File: src/rtl/reg_file_pkg.sv
// Shared definitions for the register-file write path.
//   - default data width / register count and the derived address width
//   - sequencer FSM state encoding
//   - request record {addr, data} at the default widths
package reg_file_pkg;

   localparam int DATA_W_DEF   = 16;
   localparam int NUM_REGS_DEF = 2;

   // Address width for n registers; never narrower than one bit.
   function automatic int addr_w_of(input int n);
      return (n <= 2) ? 1 : $clog2(n);
   endfunction

   localparam int ADDR_W_DEF = addr_w_of(NUM_REGS_DEF);

   typedef enum logic [0:0] {
      ST_IDLE = 1'b0,
      ST_INIT = 1'b1
   } seq_state_t;

   typedef struct packed {
      logic [ADDR_W_DEF-1:0] addr;
      logic [DATA_W_DEF-1:0] data;
   } reg_req_t;

endpackage

File: src/rtl/reg_req_fifo.sv
// Synchronous request FIFO with occupancy count.
//   clock, reset_n : clock, async active-low reset
//   push, wdata    : write side (push ignored while full)
//   pop, rdata     : read side; rdata shows the head (pop ignored while empty)
//   count          : occupancy 0..DEPTH
//   full, empty    : occupancy flags
module reg_req_fifo #(
   parameter  int WIDTH = 17,
   parameter  int DEPTH = 4,
   localparam int PTR_W = $clog2(DEPTH),
   localparam int CNT_W = PTR_W + 1
) (
   input  logic             clock,
   input  logic             reset_n,
   input  logic             push,
   input  logic [WIDTH-1:0] wdata,
   input  logic             pop,
   output logic [WIDTH-1:0] rdata,
   output logic [CNT_W-1:0] count,
   output logic             full,
   output logic             empty
);

   logic [WIDTH-1:0] mem [DEPTH];
   logic [PTR_W-1:0] wr_ptr;
   logic [PTR_W-1:0] rd_ptr;
   logic             do_push;
   logic             do_pop;

   assign full    = (count == CNT_W'(DEPTH));
   assign empty   = (count == '0);
   assign do_push = push & ~full;
   assign do_pop  = pop & ~empty;
   assign rdata   = mem[rd_ptr];

   // DEPTH is a power of two, so pointers wrap by natural overflow.
   always_ff @(posedge clock or negedge reset_n) begin
      if (!reset_n) begin
         wr_ptr <= '0;
         rd_ptr <= '0;
         count  <= '0;
      end else begin
         if (do_push) wr_ptr <= wr_ptr + 1'b1;
         if (do_pop)  rd_ptr <= rd_ptr + 1'b1;
         case ({do_push, do_pop})
            2'b10:   count <= count + 1'b1;
            2'b01:   count <= count - 1'b1;
            default: count <= count;
         endcase
      end
   end

   // Storage carries no reset; only entries below count are ever read.
   always_ff @(posedge clock) begin
      if (do_push) mem[wr_ptr] <= wdata;
   end

endmodule

File: src/rtl/reg_file_wr_sequencer.sv
// Write-port driver for the register file.
//   clock, reset_n                      : clock, async active-low reset
//   req_valid_in/req_ready_out          : request handshake
//   req_addr_in, req_data_in            : request payload
//   init_start_in, init_value_in        : start pulse / fill value for init
//   busy_out                            : INIT active or requests pending
//   fifo_count_out                      : request FIFO occupancy
//   r_d_wen_out, r_d_waddr_out, d_out   : registered register-file write port
module reg_file_wr_sequencer
   import reg_file_pkg::*;
#(
   parameter  int DATA_W     = DATA_W_DEF,
   parameter  int NUM_REGS   = NUM_REGS_DEF,
   parameter  int ADDR_W     = addr_w_of(NUM_REGS),
   parameter  int FIFO_DEPTH = 4,
   localparam int CNT_W      = $clog2(FIFO_DEPTH) + 1
) (
   input  logic              clock,
   input  logic              reset_n,
   input  logic              req_valid_in,
   output logic              req_ready_out,
   input  logic [ADDR_W-1:0] req_addr_in,
   input  logic [DATA_W-1:0] req_data_in,
   input  logic              init_start_in,
   input  logic [DATA_W-1:0] init_value_in,
   output logic              busy_out,
   output logic [CNT_W-1:0]  fifo_count_out,
   output logic              r_d_wen_out,
   output logic [ADDR_W-1:0] r_d_waddr_out,
   output logic [DATA_W-1:0] d_out
);

   typedef struct packed {
      logic [ADDR_W-1:0] addr;
      logic [DATA_W-1:0] data;
   } req_t;

   localparam logic [ADDR_W:0]   NUM_REGS_X = (ADDR_W+1)'(NUM_REGS);
   localparam logic [ADDR_W-1:0] LAST_ADDR  = ADDR_W'(NUM_REGS - 1);

   seq_state_t        state;
   logic [ADDR_W-1:0] init_cnt;
   logic [DATA_W-1:0] init_val;
   req_t              head;
   logic              fifo_full;
   logic              fifo_empty;
   logic              pop;

   // Start pulse wins over a pending pop; INIT never pops.
   assign pop = (state == ST_IDLE) & ~init_start_in & ~fifo_empty;

   reg_req_fifo #(
      .WIDTH (ADDR_W + DATA_W),
      .DEPTH (FIFO_DEPTH)
   ) u_fifo (
      .clock   (clock),
      .reset_n (reset_n),
      .push    (req_valid_in),
      .wdata   ({req_addr_in, req_data_in}),
      .pop     (pop),
      .rdata   (head),
      .count   (fifo_count_out),
      .full    (fifo_full),
      .empty   (fifo_empty)
   );

   assign req_ready_out = ~fifo_full;
   assign busy_out      = (state == ST_INIT) | ~fifo_empty;

   always_ff @(posedge clock or negedge reset_n) begin
      if (!reset_n) begin
         state         <= ST_IDLE;
         init_cnt      <= '0;
         init_val      <= '0;
         r_d_wen_out   <= 1'b0;
         r_d_waddr_out <= '0;
         d_out         <= '0;
      end else begin
         case (state)
            ST_IDLE: begin
               if (init_start_in) begin
                  state       <= ST_INIT;
                  init_val    <= init_value_in;
                  init_cnt    <= '0;
                  r_d_wen_out <= 1'b0;
               end else if (!fifo_empty) begin
                  // Out-of-range addresses are consumed but never strobed.
                  r_d_wen_out   <= ({1'b0, head.addr} < NUM_REGS_X);
                  r_d_waddr_out <= head.addr;
                  d_out         <= head.data;
               end else begin
                  r_d_wen_out <= 1'b0;
               end
            end
            ST_INIT: begin
               r_d_wen_out   <= 1'b1;
               r_d_waddr_out <= init_cnt;
               d_out         <= init_val;
               if (init_cnt == LAST_ADDR) begin
                  state    <= ST_IDLE;
                  init_cnt <= '0;
               end else begin
                  init_cnt <= init_cnt + 1'b1;
               end
            end
            default: state <= ST_IDLE;
         endcase
      end
   end

endmodule
File: config.mk
export PLATFORM = sky130hd
export DESIGN_NAME = reg_file_wr_sequencer
export DESIGN_NICKNAME = d
export VERILOG_FILES = /design/src/rtl/reg_file_pkg.sv /design/src/rtl/reg_req_fifo.sv /design/src/rtl/reg_file_wr_sequencer.sv
export SDC_FILE = /design/constraint.sdc
export NUM_CORES = 1
export LEC_CHECK = 0
export CAP_MARGIN = 10
export CORE_ASPECT_RATIO = 1.4
export CORE_MARGIN = 5
export CORE_UTILIZATION = 49
export DETAILED_ROUTE_END_ITERATION = 8
export HOLD_SLACK_MARGIN = 0.12
export PLACE_DENSITY_LB_ADDON = 0.25
export SLEW_MARGIN = 10
export SYNTH_ARGS = -nofsm -noshare
export SYNTH_HDL_FRONTEND = slang
export SYNTH_SLANG_ARGS = --single-unit
File: constraint.sdc
create_clock -name clock -period 2.1 [get_ports clock]
set_input_delay 0.21 -clock clock [delete_from_list [all_inputs] [get_ports clock]]
set_output_delay 0.21 -clock clock [all_outputs]
set_load 0.03 [all_outputs]
==> metrics.txt, run 1 <==
worst-margin pin slew 914 ps; NetSw 2.61 mW; Final setup viols 0; Slew Limit Fails 0; headroom to the max-slew limit 39.1%; DP Cell Count 399; clock root buffer clkbuf_16; CP Depth 9; status finished, final reports clean; FF+latch count, synth 111; Filler Cell Count 639; Max Root-Sink Buffers 2; die height 122 µm; Crit Reg-Reg Endpoint u_fifo.count[2]; first-pass detailed-route iteration total 4; CP arrival 2280 ps; GR Util met2 27.2%; htree depth 3; Final Instance Count excl. Fillers 419; Worst setup SP type register; fin worst setup slack 77.5 ps; pwr/cell area 1470 mW/mm²; grt ovf 0; crit path to u_fifo.count[2]; Buf/Inv on CP 2; Clk pwr share 20.0%; DRC Markers 0; DR iter-0 viols 65; Pint 5.44 mW; RSZ-0062 raised after global routing true; TritonCTS clock tree yes; crit-path cells or3b_4, and2_4, inv_2, ha_4, inv_2, fa_2, xor2_1, nor2_1, xor2_1; Worst Skew 5.79 ps; die area 0.0109 mm²; Reg power frac 41.5%; Layout area overhead 25.3%; placed cell areas 0.00516 mm²; busiest layer in global routing met2; Place WS 24.4 ps; Worst Setup Path Type reg2reg; I/O pins 60; Row Count 40; core area 0.00866 mm²; Final Cycle Share 96.3%; Initial Utilization 50.4%; most frequent cells in the layout 68 x edfxtp_1, 57 x clkdlybuf4s50_1, 40 x dfrtp_1, 18 x mux2_2, 16 x buf_4; post-synthesis sequential area ratio 71.4%; max-cap viol count 0; Yosys cell types 34; Wirelength per Cell 19.4 µm; Setup crit start u_fifo.count[1]; worst r2r path cells 9; Final Power 8.05 mW; RR Startpoint u_fifo.count[1]; HPWL Detailed 5570 µm; largest net degree at the start of global routing 21; GPL Wtd Cong 0.724; routed wire length 8120 µm; Die W 89.8 µm; Synth Net Count 275; CTS Buf Count 9; Antenna diodes 0; CP peak stage delay 430 ps; initial antenna violation count 0; CP endpoint kind register; first-pass GRT wire length 13500 µm; synth warn 0; critical path's slowest cell or3b_4; post-route cell area 0.00547 mm²; Avg Vias per Cell 5.42; synthesized cell area 0.00437 mm²; Hold Path Class in2async; worst skew pair latency 340 ps; Layout Nets 352; leakage power 2.08 nW; Worst Path Max Fanout 6; Mapped Cells 232; reg-to-reg slack, setup 80 ps; Final min period 2020 ps; Routed Antenna Nets 0; layout cells sized above 1 23.6%; Reg clk slew, reported paths 70 ps; Peak Freq 494 MHz; vias in the first global route 2526; all-layer global routing usage 16.0%; number of port buffers 59; sw frac 32.4%; commonest non-fill, non-tap cell in the layout edfxtp_1; WP data required 2360 ps; clock sink count 111; syn avg cell area 18.8 µm²; endpoints failing hold 0; routing usage on met1 20.0%; maximum vdd drop 0.000983 V; Logic pwr share 38.5%; Top Family by Delay on Critical Path simple AND/OR/NAND/NOR gates; Fin Setup TNS 0 ps; vias 2272; met3 Use GR 4.01%
cell usage after synthesis:
master | instances | area, µm²
or3b_1 | 1 | 8.76
nor4_1 | 1 | 6.26
buf_6 | 3 | 33.8
o221a_2 | 3 | 33.8
nand3_1 | 1 | 5.00
a221o_1 | 8 | 80.1
or3_1 | 1 | 6.26
inv_1 | 9 | 33.8
xor2_1 | 2 | 17.5
mux2_2 | 18 | 203
a21oi_1 | 1 | 5.00
buf_1 | 1 | 3.75
o221a_1 | 5 | 56.3
xnor2_1 | 4 | 35.0
a21o_1 | 1 | 7.51
and3_1 | 12 | 75.1
nand2_1 | 1 | 3.75
inv_2 | 1 | 3.75
nand2b_1 | 8 | 50.1
nand3b_1 | 1 | 7.51
mux2i_1 | 3 | 30.0
nor2b_1 | 1 | 6.26
clkbuf_1 | 4 | 15.0
ha_1 | 5 | 62.6
nor2_1 | 3 | 11.3
dfrtp_1 | 43 | 1080
a32o_1 | 1 | 10.0
fa_1 | 1 | 20.0
buf_2 | 3 | 15.0
or2_2 | 1 | 6.26
and2_1 | 1 | 6.26
mux4_1 | 8 | 210
edfxtp_1 | 68 | 2040
mux4_2 | 8 | 180
cell families (layout without fill, tap and decap cells):
group,count (synthesis),in the layout,share of synthesized area [%]
xor gates and xnor gates,6,6,1.20
DFF,111,111,71.4
AOI/OAI and AO/OA,19,19,4.41
buffers and inverters,21,103,2.41
adders and majority gates,6,6,1.89
muxes,37,37,14.3
and+or+nand+nor,32,32,4.41
state kept, by name, summed over array words and instances (netlist names):
name and count:
u_fifo.count 3, u_fifo.wr_ptr 2, d_out 16, init_cnt 1
u_fifo.mem 68, state 1, r_d_waddr_out 1, r_d_wen_out 1
u_fifo.rd_ptr 2, init_val 16
cell type report:
type,instances,area (µm²),share of cell area (%)
inverters,10,37.5,0.686
flip-flops and latches,111,3120,57.0
multi-input cells,100,1170,21.3
clock inverters,5,38.8,0.709
repair buffers,77,734,13.4
well taps,105,131,2.40
clock buffers,11,243,4.44
stage by stage:
stage,util [%],hold slack [ps]
2_1_floorplan,-,-85.6
3_3_place_gp,59.6,95.5
3_5_place_dp,59.6,103
4_1_cts,62.9,271
5_1_grt,63.2,302
6_report,63.2,276
per-layer routing:
metal / up-vias / part of all wire, % / wire [µm]
li1: 1062 / - / -
met1: 1155 / 42 / 3410
met2: 46 / 52 / 4190
met3: 9 / 4.9 / 398
met4: 0 / 1.5 / 118
met5: - / 0 / 0
worst min-delay path by stage:
stage / cells after the start / slack [ps] / to
final: 2 / 280 / d_out[13]
after global routing: 2 / 300 / init_val[4]
after CTS: 2 / 270 / init_val[2]
after detailed placement: 1 / 100 / init_val[15]
after global placement: 1 / 100 / init_val[2]
after floorplan: 0 / -90 / d_out[0]
timing repair:
item	in CTS	in global routing
setup buffers	0	3
hold buffers	1	0
endpoints found under the hold margin	43	0
resized for setup	1	0
pin swaps	0	4
setup endpoints to repair	1	1
power groups by stage:
stage	Combinational [mW]	Sequential, mW	Clock (mW)
floorplan	1.64	3.74	0
global placement	3.05	3.37	0
detailed placement	3.11	3.40	0
CTS	3.12	3.36	1.65
global route	3.35	3.42	1.75
finish	3.10	3.34	1.61
(Power assumes the default switching activity.)
==> run 2, diff against run 1 <==
--- a/config.mk
+++ b/config.mk
@@ -8,7 +8,7 @@
 export CAP_MARGIN = 10
 export CORE_ASPECT_RATIO = 1.4
 export CORE_MARGIN = 5
-export CORE_UTILIZATION = 49
+export CORE_UTILIZATION = 40
 export DETAILED_ROUTE_END_ITERATION = 8
 export HOLD_SLACK_MARGIN = 0.12
 export PLACE_DENSITY_LB_ADDON = 0.25
==> metrics.txt, run 2 (same netlist as run 1, synthesis figures left out) <==
Layout area overhead 26.4%; fin worst setup slack 82.6 ps (+5.12 ps); Layout Nets 353 (+0.28%); htree depth 3 (unchanged); worst skew pair latency 340 ps (about the same); TritonCTS clock tree yes; Antenna diodes 0 (unchanged); die area 0.0131 mm² (+20%); Worst Setup Path Type reg2reg; HPWL Detailed 5370 µm (-3.6%); Peak Freq 496 MHz (+0.25%); Worst Path Max Fanout 4 (-2); endpoints failing hold 0 (unchanged); maximum vdd drop 0.000423 V (-57%); DR iter-0 viols 67 (+3.1%); Top reg by flops u_fifo.mem; layout cells sized above 1 23.8% (+0.24 points); Routed Antenna Nets 0 (unchanged); CP arrival 2280 ps (about the same); largest net degree at the start of global routing 23 (+9.5%); clock root buffer clkbuf_16; die height 134 µm (+9.8%); Row Count 45 (+13%); Avg Vias per Cell 4.99 (-8.0%); core area 0.0108 mm² (+24%); Initial Utilization 40.6% (-9.8 points); routed wire length 7820 µm (-3.7%); pwr/cell area 1450 mW/mm² (-1.4%); commonest non-fill, non-tap cell in the layout edfxtp_1; Regs by FF count u_fifo.mem: 68 flops, d_out: 16 flops, init_val: 16 flops; Final Util 51.3% (-12 points); Final Cycle Share 96.1% (-0.24 points); leakage power 2.08 nW (+0.11%); number of port buffers 59 (unchanged); max-cap viol count 0 (unchanged); CTS Buf Count 9 (unchanged); I/O pins 60 (unchanged); Hold Path Class in2async; clock sink count 111 (unchanged); max reg flops 68 (unchanged); DRC Markers 0 (unchanged); GPL Wtd Cong 0.811 (+12%); first-pass GRT wire length 12700 µm (-6.2%); DP Cell Count 437 (+9.5%); Die W 98.3 µm (+9.5%); Final setup viols 0 (unchanged); most frequent cells in the layout 68 x edfxtp_1, 56 x clkdlybuf4s50_1, 40 x dfrtp_1, 18 x mux2_2, 17 x buf_4; Place WS 48.3 ps (+23.8 ps); Final Power 8.01 mW (-0.50%); headroom to the max-slew limit 77.8% (+39 points); vias 2276 (+0.18%); CP endpoint kind register; vias in the first global route 2376 (-5.9%); first-pass detailed-route iteration total 4 (unchanged); Worst setup SP type register; Max Root-Sink Buffers 2 (unchanged); all-layer global routing usage 12.6% (-3.4 points); Final Instance Count excl. Fillers 456 (+8.8%); post-route cell area 0.00552 mm² (+0.89%); Reg clk slew, reported paths 70 ps (about the same); Worst Skew 6.99 ps (+1.20 ps); grt ovf 0 (unchanged); Slew Limit Fails 0 (unchanged); Wirelength per Cell 17.1 µm (-11%); initial antenna violation count 0 (unchanged); Final min period 2020 ps (-5.12 ps); placed cell areas 0.00522 mm² (+1.2%); worst-margin pin slew 332 ps (-582 ps); WP data required 2360 ps (about the same); RSZ-0062 raised after global routing false; status finished, final reports clean
run 2: layer usage:
layer / track usage (%) / vias up / routed length, µm
met5: 0 / - / 0
met4: 5.47 / 0 / 145
met3: 2.88 / 10 / 268
met2: 20.8 / 37 / 3930
met1: 15.8 / 1167 / 3470
li1: - / 1062 / -
run 2: cell type report:
class,instances,area (µm²)
clock inverters,7,53.8
well taps,141,176
flip-flops and latches,111,3120
multi-input cells,100,1170
clock buffers,9,225
repair buffers,78,741
fillers,862,5230
inverters,10,37.5
run 2: where the power goes:
group	switching (mW)	total, mW	internal (mW)
clock network	0.767	1.58	0.817
registers	0.281	3.33	3.05
logic	1.56	3.09	1.53
total	2.60	8.01	5.40
run 2: path summary, 6_finish.rpt:
path,end,start,slack [ps],depth (start not counted)
min in group clock,init_val[1],init_value_in[1],480,2
setup / recovery,u_fifo.count[2],u_fifo.count[1],80,9
setup reg to reg,u_fifo.count[2],u_fifo.count[1],80,9
hold reg to reg,u_fifo.count[2],u_fifo.count[2],480,1
hold / removal,init_val[15],reset_n,170,2
max in group asynchronous,u_fifo.count[2],reset_n,1440,3
run 2: critical path, stage by stage (launching register included):
cell,delay [ps]
dfrtp_2,420
or3b_4,380
and2_4,160
inv_2,60
ha_4,130
inv_2,40
fa_2,340
xor2_1,140
nor2_1,110
xor2_1,160
run 2: repair_timing:
| action | in CTS | in global routing |
|---|---|---|
| resized for setup | 2 | 0 |
| pin swaps | 0 | 1 |
| hold buffers | 1 | 0 |
| endpoints found under the hold margin | 43 | 0 |
| endpoints found under the setup margin | 2 | 1 |
| buffers inserted | 0 | 2 |
run 2: metrics by stage:
step	TNS, ps	hold WS, ps
6_report	0	172
5_1_grt	0	201
4_1_cts	0	161
3_5_place_dp	0	3.47
3_3_place_gp	0	1.80
2_1_floorplan	-78.8	-85.6
